File: src/rtl/multicycle_ctrl.sv
// Multi-cycle LEGv8 control FSM: fetch handshake, opcode decode, EXEC/MEM/WB/BRANCH
// sequencing with a per-state control word, memory timeout and sticky fault.
module multicycle_ctrl #(
    parameter int TIMEOUT = 16,
    parameter int CNT_W   = 32
) (
    input  logic             clk,
    input  logic             reset_n,
    input  logic [31:0]      instr,
    input  logic             imem_ready,
    input  logic             dmem_ready,
    input  logic             alu_zero,
    input  logic             flag_lt,
    output logic             imem_req,
    output logic             dmem_req,
    output logic             dmem_we,
    output logic             ir_write,
    output logic             pc_write,
    output logic             pc_src,
    output logic [1:0]       imm_sel,
    output logic             alu_src,
    output logic [1:0]       alu_op,
    output logic             flag_write,
    output logic             reg_write,
    output logic             mem_to_reg,
    output logic             retire,
    output logic [CNT_W-1:0] retired_cnt,
    output logic             fault
);

    localparam int WAIT_W = $clog2(TIMEOUT + 1);

    typedef enum logic [2:0] {
        S_FETCH,
        S_DECODE,
        S_EXEC,
        S_MEM,
        S_WB,
        S_BRANCH,
        S_FAULT
    } state_t;

    state_t              state_reg, state_next;
    logic [WAIT_W-1:0]   wait_reg, wait_next, wait_inc;
    logic [CNT_W-1:0]    cnt_reg;

    // Opcode classes, decoded straight from the IR contents
    logic op_adds, op_subs, op_addi, op_ldur, op_stur, op_cbz, op_b, op_blt;
    logic is_r, is_mem, is_br;

    assign op_adds = (instr[31:21] == 11'b10101011000);
    assign op_subs = (instr[31:21] == 11'b11101011000);
    assign op_addi = (instr[31:22] == 10'b1001000100);
    assign op_ldur = (instr[31:21] == 11'b11111000010);
    assign op_stur = (instr[31:21] == 11'b11111000000);
    assign op_cbz  = (instr[31:24] == 8'b10110100);
    assign op_b    = (instr[31:26] == 6'b000101);
    assign op_blt  = (instr[31:24] == 8'b01010100) && (instr[4:0] == 5'b01011);

    assign is_r   = op_adds | op_subs;
    assign is_mem = op_ldur | op_stur;
    assign is_br  = op_cbz | op_b | op_blt;

    assign wait_inc    = wait_reg + WAIT_W'(1);
    assign retired_cnt = cnt_reg;

    always_ff @(posedge clk) begin
        if (!reset_n) begin
            state_reg <= S_FETCH;
            wait_reg  <= '0;
            cnt_reg   <= '0;
        end else begin
            state_reg <= state_next;
            wait_reg  <= wait_next;
            if (retire)
                cnt_reg <= cnt_reg + CNT_W'(1);
        end
    end

    always_comb begin
        state_next = state_reg;
        wait_next  = '0;
        imem_req   = 1'b0;
        dmem_req   = 1'b0;
        dmem_we    = 1'b0;
        ir_write   = 1'b0;
        pc_write   = 1'b0;
        pc_src     = 1'b0;
        imm_sel    = 2'd0;
        alu_src    = 1'b0;
        alu_op     = 2'd0;
        flag_write = 1'b0;
        reg_write  = 1'b0;
        mem_to_reg = 1'b0;
        retire     = 1'b0;
        fault      = 1'b0;

        case (state_reg)
            S_FETCH: begin
                imem_req = 1'b1;
                if (imem_ready) begin
                    ir_write   = 1'b1;
                    pc_write   = 1'b1;
                    state_next = S_DECODE;
                end else begin
                    // Counter leaves FETCH/MEM at zero, so it is clear on every entry
                    wait_next = wait_inc;
                    if (wait_inc == WAIT_W'(TIMEOUT))
                        state_next = S_FAULT;
                end
            end
            S_DECODE: begin
                if (is_r || op_addi || is_mem)
                    state_next = S_EXEC;
                else if (is_br)
                    state_next = S_BRANCH;
                else
                    state_next = S_FAULT;
            end
            S_EXEC: begin
                if (is_r) begin
                    alu_op     = op_subs ? 2'd1 : 2'd0;
                    flag_write = 1'b1;
                end else if (op_addi) begin
                    imm_sel = 2'd3;
                    alu_src = 1'b1;
                end else begin
                    alu_src = 1'b1;
                end
                state_next = is_mem ? S_MEM : S_WB;
            end
            S_MEM: begin
                dmem_req = 1'b1;
                dmem_we  = op_stur;
                if (dmem_ready) begin
                    if (op_stur) begin
                        retire     = 1'b1;
                        state_next = S_FETCH;
                    end else begin
                        state_next = S_WB;
                    end
                end else begin
                    wait_next = wait_inc;
                    if (wait_inc == WAIT_W'(TIMEOUT))
                        state_next = S_FAULT;
                end
            end
            S_WB: begin
                reg_write  = 1'b1;
                mem_to_reg = op_ldur;
                retire     = 1'b1;
                state_next = S_FETCH;
            end
            S_BRANCH: begin
                pc_src     = 1'b1;
                retire     = 1'b1;
                state_next = S_FETCH;
                if (op_cbz) begin
                    imm_sel  = 2'd1;
                    alu_op   = 2'd2;
                    pc_write = alu_zero;
                end else if (op_blt) begin
                    imm_sel  = 2'd1;
                    pc_write = flag_lt;
                end else begin
                    imm_sel  = 2'd2;
                    pc_write = 1'b1;
                end
            end
            S_FAULT: begin
                fault = 1'b1;
            end
            default: begin
                state_next = S_FAULT;
            end
        endcase
    end

endmodule

File: config.mk
export PLATFORM = sky130hd
export DESIGN_NAME = multicycle_ctrl
export DESIGN_NICKNAME = d
export VERILOG_FILES = /design/src/rtl/multicycle_ctrl.sv
export SDC_FILE = /design/constraint.sdc
export NUM_CORES = 1
export LEC_CHECK = 0
export ABC_AREA = 1
export BUFFER_PORTS_ARGS = -buffer_cell sky130_fd_sc_hd__buf_2
export CORE_MARGIN = 2
export CORE_UTILIZATION = 30
export DETAILED_ROUTE_END_ITERATION = 10
export MAX_ROUTING_LAYER = met4
export SLEW_MARGIN = 20
export SYNTH_ARGS = -nofsm -noshare
export SYNTH_HDL_FRONTEND = slang
export SYNTH_SLANG_ARGS = --single-unit
File: constraint.sdc
create_clock -name clk -period 3.2 [get_ports clk]
set_clock_uncertainty 0.2 [all_clocks]
set_input_delay 0.32 -clock clk [delete_from_list [all_inputs] [get_ports clk]]
set_output_delay 0.32 -clock clk [all_outputs]
set_load 0.02 [all_outputs]
* Word level (Yosys, flattened, before mapping)
Index checks and enable logic that the tools add are counted.
** Word-level totals
- Bits in registers :: 40
- Input port bits :: 38
- Output and inout port bits :: 48
- Word-level logic and storage cells :: 69
** Operators by class
- Add/subtract/negate cells :: 2
- Equal/unequal tests :: 16
- Mux-type cells :: 39
- Bitwise gates (word level) :: 4
- Reduce and logical (&&, ||, !) cells :: 5
** Operator list (number)
- $eq A11 B11 Y1 const B :: 4
- $add A32 B1 Y32 const B :: 1
- $mux W1 :: 19
- $mux W3 :: 6
- $pmux W3 S6 :: 1
- $mux W2 :: 6
- $eq A10 B10 Y1 const B :: 1
- $mux W5 :: 2
- $pmux W5 S2 :: 1
- $eq A3 B3 Y1 const B :: 3
- $eq A8 B7 Y1 const B :: 1
- $eq A8 B8 Y1 const B :: 1
- $pmux W2 S2 :: 2
- $eq A3 B2 Y1 const B :: 2
- $eq A6 B3 Y1 const B :: 1
- $add A5 B1 Y5 const B :: 1
- $eq A5 B4 Y1 const B :: 1
- $eq A5 B5 Y1 const B :: 1
- $or A1 B1 Y1 :: 4
- $pmux W1 S2 :: 2
- $eq A3 B1 Y1 const B :: 1
- $logic_not A3 Y1 :: 1
- $logic_or A1 B1 Y1 :: 2
- $reduce_or A2 Y1 :: 1
- $logic_and A1 B1 Y1 :: 1

* Depth between registers and ports, before layout
Gate-level depths: netlist (run 1).
- Depth after elaboration :: 6
- Mapped depth :: 10
- Mapped depth without buffers :: 10

* Least setup slack after synthesis (run 1)
OpenSTA, ideal clock, no wires.
- Path kind :: flip-flop to output port
- Start point :: reg state_reg[2]
- End point :: out imm_sel[0]
- Arrival time :: 1.770 ns
- Required time :: 2.680 ns
- Setup slack :: 0.910 ns
- Stages on the path, launching flop included :: 5
- Path buffers :: 0
- Path through :: dfxtp_1 -> inv_2 -> nor3_1 -> inv_1 -> o21ai_0
** Between the ends
- Longest elaborated chain between the ends :: 2
- Elaborated cells between the ends (all ways) :: 3
- Those cells by class :: 2 x eq/ne; 1 x mux
** RTL lines
- start: declaration :: line 43 : state_t state_reg, state_next;
- start signal: assignment :: line 73 : state_reg <= state_next;
- $eq A3 B3 Y1 / $eq A3 B2 Y1 (equally long branches) :: line 98 : case (state_reg)
- $pmux W2 S2 (*) :: line 98
- end: declaration :: line 20 : output logic [1:0] imm_sel,
Every way passes the cells marked *; elsewhere a longest branch is shown, timed or not.

* Worst setup path in the final report (run 1)
- Start point :: reg state_reg[0]
- End point :: out pc_write
** Between the ends
- Longest elaborated chain between the ends :: 2
- Elaborated cells between the ends (all ways) :: 3
- Those cells by class :: 1 x eq/ne; 1 x mux; 1 x reduce/logical
** RTL lines
- $eq A3 B3 Y1 / $logic_not A3 Y1 (equally long branches) :: line 98
- $pmux W1 S2 (*) :: line 98
- end: declaration :: line 18 : output logic pc_write,
Marked as above.

==> results.txt, run 1 <==
Status - completed
Row cnt - 35
CTS tree - done
Post-CTS Repair Setup Buffers - 0
Vias in the first global route - 2792
DRC viols - 0
Crit. Startpoint - state_reg[0]$_SDFFE_PN0N_
Hold Path Cell Cnt - 4
Maximum clock insertion buffer count - 2
Area growth, synth to finish - 20.8%
Global-route wire length before repair - 12900 um
Mean Syn Cell Area - 5.89 um^2
Rel. slew slack - 0.508
Fin crit share - 0.756
Worst Setup Slack, final - 0.780 ns
FF+latch count, synth - 40
Count of final max-slew check failures - 0
Synth cell types - 30
Initial core utilization - 0.303
Gr ovfl total - 0
CTS resizes - 0
Most frequent cells in the layout - nand2_1 (162), nor2_1 (90), buf_2 (69), inv_1 (45), dfxtp_1 (40)
ANT cells - 0
Clk sinks - 40
Antenna violations before repair - 0
Fin Setup TNS - 0 ns
Peak VDD IR - 165 uV
Routed wire length - 7630 um
Layout cells sized above 1 - 0.178
Hold Path Origin - imem_ready
Clock slew at reported path FFs - 0.09 ns
Final Util - 0.367
CTS Buf Count - 5
Worst-margin pin slew - 0.737 ns
Wirelength per Cell - 11.8 um
Reg2reg start - retired_cnt[0]$_SDFFE_PN0P_
Die height - 100 um
Chip width - 100 um
Leak - 0.00141 uW
Vias - 3062
Crit. End Element - output port
Num ports - 86
Clk Latency, worst-skew pair - 0.31 ns
Die Area - 0.0100 mm^2
CTS Hold Bufs - 0
RSZ-0062 raised after global routing - no
Mapped cell area - 0.00276 mm^2
Largest register FFs - 32
FMAX - 413 MHz
Largest net degree at the start of global routing - 47
Startpoint Class - flop
Port buffer count - 69
PD cells - 386 mW/mm^2
Reg2Reg Depth - 8
CP Data Arrival Time - 1.90 ns
Synth Instances - 469
Max_cap viols - 0
Hold Fails Final Rpt - 0
WHS - 0.206 ns
Critical Path RT - 2.68 ns
Crit Path Class - flop to output port
Fillers - 1007
Ys Warns - 0
Hpwl dp - 5960 um
Gpl congestion - 0.876
Final ANT Viol Nets - 0
Root buf cell - clkbuf_8
1st-pass router iterations - 5
Final nets - 577
Commonest non-fill, non-tap cell in the layout - nand2_1
Critical path peak fanout - 6
CORE AREA - 0.00911 mm^2
Routed vias/inst - 4.72
Iteration-0 DRC Markers - 181
Pre-CTS WS - 1.13 ns
Register area share after synthesis - 0.290
Post-synth net total - 509
GRT Overall Usage - 0.163
H-tree Lvls - 2
Hold WC Path Type - input pin to flop
Endpoints failing setup - 0
Min Tclk post-route - 2.42 ns
[per-stage QoR]
step	power, uW	std cells	area (um^2)
2_1_floorplan	672	469	2760
3_3_place_gp	714	641	3180
3_5_place_dp	716	641	3180
4_1_cts	1300	649	3340
5_1_grt	1340	649	3340
6_report	1290	649	3340
[cells in the mapped netlist (all sizes together)]
| cell | count | share of area |
|---|---|---|
| xnor2 | 3 | 0.0095 |
| nand2 | 164 | 0.23 |
| a21oi | 30 | 0.054 |
| xor2 | 3 | 0.0095 |
| buf | 5 | 0.020 |
| o22ai | 1 | 0.0023 |
| nand3b | 8 | 0.022 |
| a31oi | 1 | 0.0045 |
| a21boi | 1 | 0.0027 |
| o21ai | 11 | 0.020 |
| nor4 | 2 | 0.0045 |
| nand4 | 5 | 0.011 |
| and3 | 1 | 0.0023 |
| o211ai | 1 | 0.0027 |
| nor2 | 97 | 0.14 |
| nor3 | 10 | 0.025 |
| clkbuf | 3 | 0.0041 |
| dfxtp | 40 | 0.29 |
| nand3 | 33 | 0.069 |
| inv | 48 | 0.066 |
| ha | 2 | 0.0091 |
[area by class of cell]
class                      count  area (um^2)  area share
inverter                      48          183      0.0547
timing repair buffer          69          345       0.103
tap                          111          139      0.0416
clock inverter                 3         90.1      0.0270
sequential                    40          801       0.240
multi-input combinational    373         1710       0.513
clock buffer                   5         68.8      0.0206
[cell families (layout without fill, tap and decap cells)]
group,after synthesis,in the layout,share of synthesized area
xor gates and xnor gates,6,6,0.0190
DFF,40,40,0.290
adders and majority gates,2,2,0.00905
and+or+nand+nor,320,320,0.505
AOI/OAI and AO/OA,45,45,0.0865
buffers and inverters,56,125,0.0905
[layer usage]
layer | vias to the layer above | routed length (um) | GRT usage
met3 | 12 | 415 | 0.0265
met2 | 76 | 3420 | 0.265
li1 | 1615 | - | -
met1 | 1359 | 3660 | 0.211
met4 | 0 | 129 | 0.0453
met5 | - | 0 | -
[worst paths after layout]
check,endpoint,slack [ns]
worst max register to register,retired_cnt[16]$_SDFFE_PN0P_,1.21
worst min-delay path,state_reg[1]$_SDFFE_PN0N_,0.21
worst min register to register,wait_reg[0]$_SDFF_PN0_,0.28
worst max-delay path,pc_write,0.78
[critical path, stage by stage, from the launching register on]
cell and delay, ns:
dfxtp_1 0.49, inv_1 0.13, nor3_1 0.42, o21ai_0 0.17
o211ai_1 0.20, buf_2 0.19
[power breakdown]
part | switching [uW] | total (uW) | internal (uW) | leakage, uW
clock network | 193 | 584 | 390 | 0.0000784
registers | 16.4 | 524 | 507 | 0.000323
logic | 128 | 181 | 53.3 | 0.00101
Note: power is estimated with default switching activity, not from simulation.
==> run 2: changes to the inputs <==
--- a/config.mk
+++ b/config.mk
@@ -5,7 +5,7 @@
 export SDC_FILE = /design/constraint.sdc
 export NUM_CORES = 1
 export LEC_CHECK = 0
-export ABC_AREA = 1
+export ABC_AREA = 0
 export BUFFER_PORTS_ARGS = -buffer_cell sky130_fd_sc_hd__buf_2
 export CORE_MARGIN = 2
 export CORE_UTILIZATION = 30
==> constraint.sdc (replaced) <==
create_clock -name clk -period 2.5 [get_ports clk]
set_clock_uncertainty 0.2 [all_clocks]
set_input_delay 0.25 -clock clk [delete_from_list [all_inputs] [get_ports clk]]
set_output_delay 0.25 -clock clk [all_outputs]
set_load 0.02 [all_outputs]
==> results.txt, run 2 <==
Most common flop cell mapped by yosys - dfxtp_1
Clk sinks - 40
Gpl congestion - 0.802
Hold Path Origin - reset_n
Status - completed
CTS Hold Bufs - 0
Final nets - 385
Met3 Use GR - 0.0401
Clock slew at reported path FFs - 0.09 ns
Antenna violations before repair - 0
Fillers - 766
Mean Syn Cell Area - 8.15 um^2
CORE AREA - 0.00725 mm^2
Worst-margin pin slew - 0.832 ns
Register area - 801 um^2
Crit Path Class - flop to flop
Min Tclk post-route - 2.30 ns
Register-to-register setup slack - 0.20 ns
Cell taking the most area after synthesis - dfxtp_1
Post-Synth Adder-Cell Area - 0.0112
Max incr delay on CP - 0.58 ns
Hpwl dp - 4360 um
Pre-CTS WS - 0.123 ns
Leak - 0.00110 uW
Count of final max-slew check failures - 0
Iteration-0 DRC Markers - 114
1st-pass router iterations - 4
Complex-gate fraction of the synthesized area - 0.206
CP cell instances - nand4_1, nor3b_2, nand3_1, or4_1, a21oi_1
Slowest CP cell - or4_1
Peak VDD IR - 165 uV
Maximum clock insertion buffer count - 2
Initial core utilization - 0.309
Critical path peak fanout - 14
Top post-synthesis cells by count - dfxtp_1 (40), a21oi_1 (30), nand2_1 (21)
Clk Latency, worst-skew pair - 0.31 ns
Fin crit share - 0.919
Routed wire length - 6110 um
Max_cap viols - 0
Mapped cell area - 0.00224 mm^2
Routed vias/inst - 5.37
Largest register FFs - 32
DRC viols - 0
Hold Fails Final Rpt - 0
WHS - 0.0184 ns
Total Power - 1370 uW
Ys Warns - 0
ANT cells - 0
Post-Synth XOR/XNOR Area - 0.0352
Critical Path RT - 2.55 ns
Chip width - 90.5 um
Die Area - 0.00818 mm^2
Count leader, synth - dfxtp_1
Rel. slew slack - 0.445
Port buffer count - 69
CP Data Arrival Time - 2.34 ns
FF+latch count, synth - 40
Synth Instances - 275
Synth Area in Simple Gates - 0.338
Post-CTS Repair Setup Buffers - 0
Num ports - 86
Startpoint Class - flop
H-tree Lvls - 2
Global routing usage on met1 - 0.193
Multi-input logic area - 0.00135 mm^2
Wirelength per Cell - 13.7 um
Crit. Startpoint - retired_cnt[16]$_SDFFE_PN0P_
Mux cell area share after synthesis - 0.00949
Root buf cell - clkbuf_8
Top Usage Layer GRT - met2
Worst Setup Slack, final - 0.202 ns
Largest family of logic cells by synthesized area - simple AND/OR/NAND/NOR gates
Final ANT Viol Nets - 0
Hold WC Path Type - input pin to flop
CTS resizes - 0
Largest net degree at the start of global routing - 26
Post-synth net total - 315
CTS Buf Count - 5
Top cell type's share of synthesized area - 0.357
Crit. End Element - flop
Most frequent cells in the layout - buf_2 (69), dfxtp_1 (40), a21oi_1 (30), nand2_1 (21), nor2_1 (19)
M2 GR Usage - 0.251
Commonest non-fill, non-tap cell in the layout - buf_2
Fin Setup TNS - 0 ns
RSZ-0062 raised after global routing - no
Reg2reg start - retired_cnt[16]$_SDFFE_PN0P_
Vias in the first global route - 2144
Endpoints failing setup - 0
Die height - 90.5 um
Register area share after synthesis - 0.357
Layout cells sized above 1 - 0.269
Gr ovfl total - 0
Async SR Flop Fraction - 0
Area growth, synth to finish - 25.7%
Top cells by area, synth - dfxtp_1 (36%), a21oi_1 (6.7%), o31ai_1 (4.4%)
Vias - 2391
PD cells - 487 mW/mm^2
FMAX - 435 MHz
Synth cell types - 49
GRT Overall Usage - 0.154
CTS tree - done
Row cnt - 31
Global-route wire length before repair - 10200 um
EDFF count, synth - 0
==> run 2: cell types whose count changed in the layout (fill, tap and decap cells not counted), sizes merged, moves of 13 or more <==
cell / change
nand2: -143
nor2: -78
inv: -41
nand3: -22
o31ai: +13
or4: +13
==> run 2: area by class of cell <==
cell class,count,area share
Inverter,7,0.00933
Multi-Input combinational cell,214,0.478
Clock buffer,5,0.0244
Timing Repair Buffer,77,0.144
Sequential cell,40,0.284
Clock inverter,3,0.0164
Tap cell,99,0.0440
==> run 2: per-layer routing <==
| metal | vias up | share of wire |
|---|---|---|
| met5 | - | 0 |
| met2 | 59 | 0.48 |
| met4 | 0 | 0.0056 |
| li1 | 1177 | - |
| met1 | 1152 | 0.47 |
| met3 | 3 | 0.046 |
==> run 2: metrics by stage <==
stage               instance area, um^2  utilization  instances
floorplan                          2240            -        275
global placement                   2700        0.373        437
detailed placement                 2700        0.373        437
CTS                                2820        0.388        445
global route                       2820        0.388        445
finish                             2820        0.388        445
==> run 2: worst paths after layout <==
kind,end,cells after the start
hold / removal,state_reg[0]$_SDFFE_PN0N_,2
setup reg to reg,retired_cnt[31]$_SDFFE_PN0P_,5
setup / recovery,retired_cnt[31]$_SDFFE_PN0P_,5
hold reg to reg,wait_reg[0]$_SDFF_PN0_,1
==> run 2: where the power goes <==
part           switching (uW)  internal (uW)  leakage, uW
Sequential               7.17            645     0.000323
Combinational            91.3           58.2     0.000725
Clock                     269            301    0.0000548
Total                     367           1000      0.00110
==> run 2: worst max-delay path, delay by kind of cell, from the launching register on <==
| family | cells | cell delay (ns) |
|---|---|---|
| flops | 1 | 0.42 |
| simple gates | 4 | 1.48 |
| compound gates | 1 | 0.14 |
==> run 2: logic make-up (layout without fill, tap and decap cells) <==
group,Yosys count,in the layout
and+or+nand+nor,126,126
AOI/OAI and AO/OA,75,75
DFF,40,40
buffers and inverters,21,92
xor gates and xnor gates,9,9
adders and majority gates,2,2
muxes,2,2
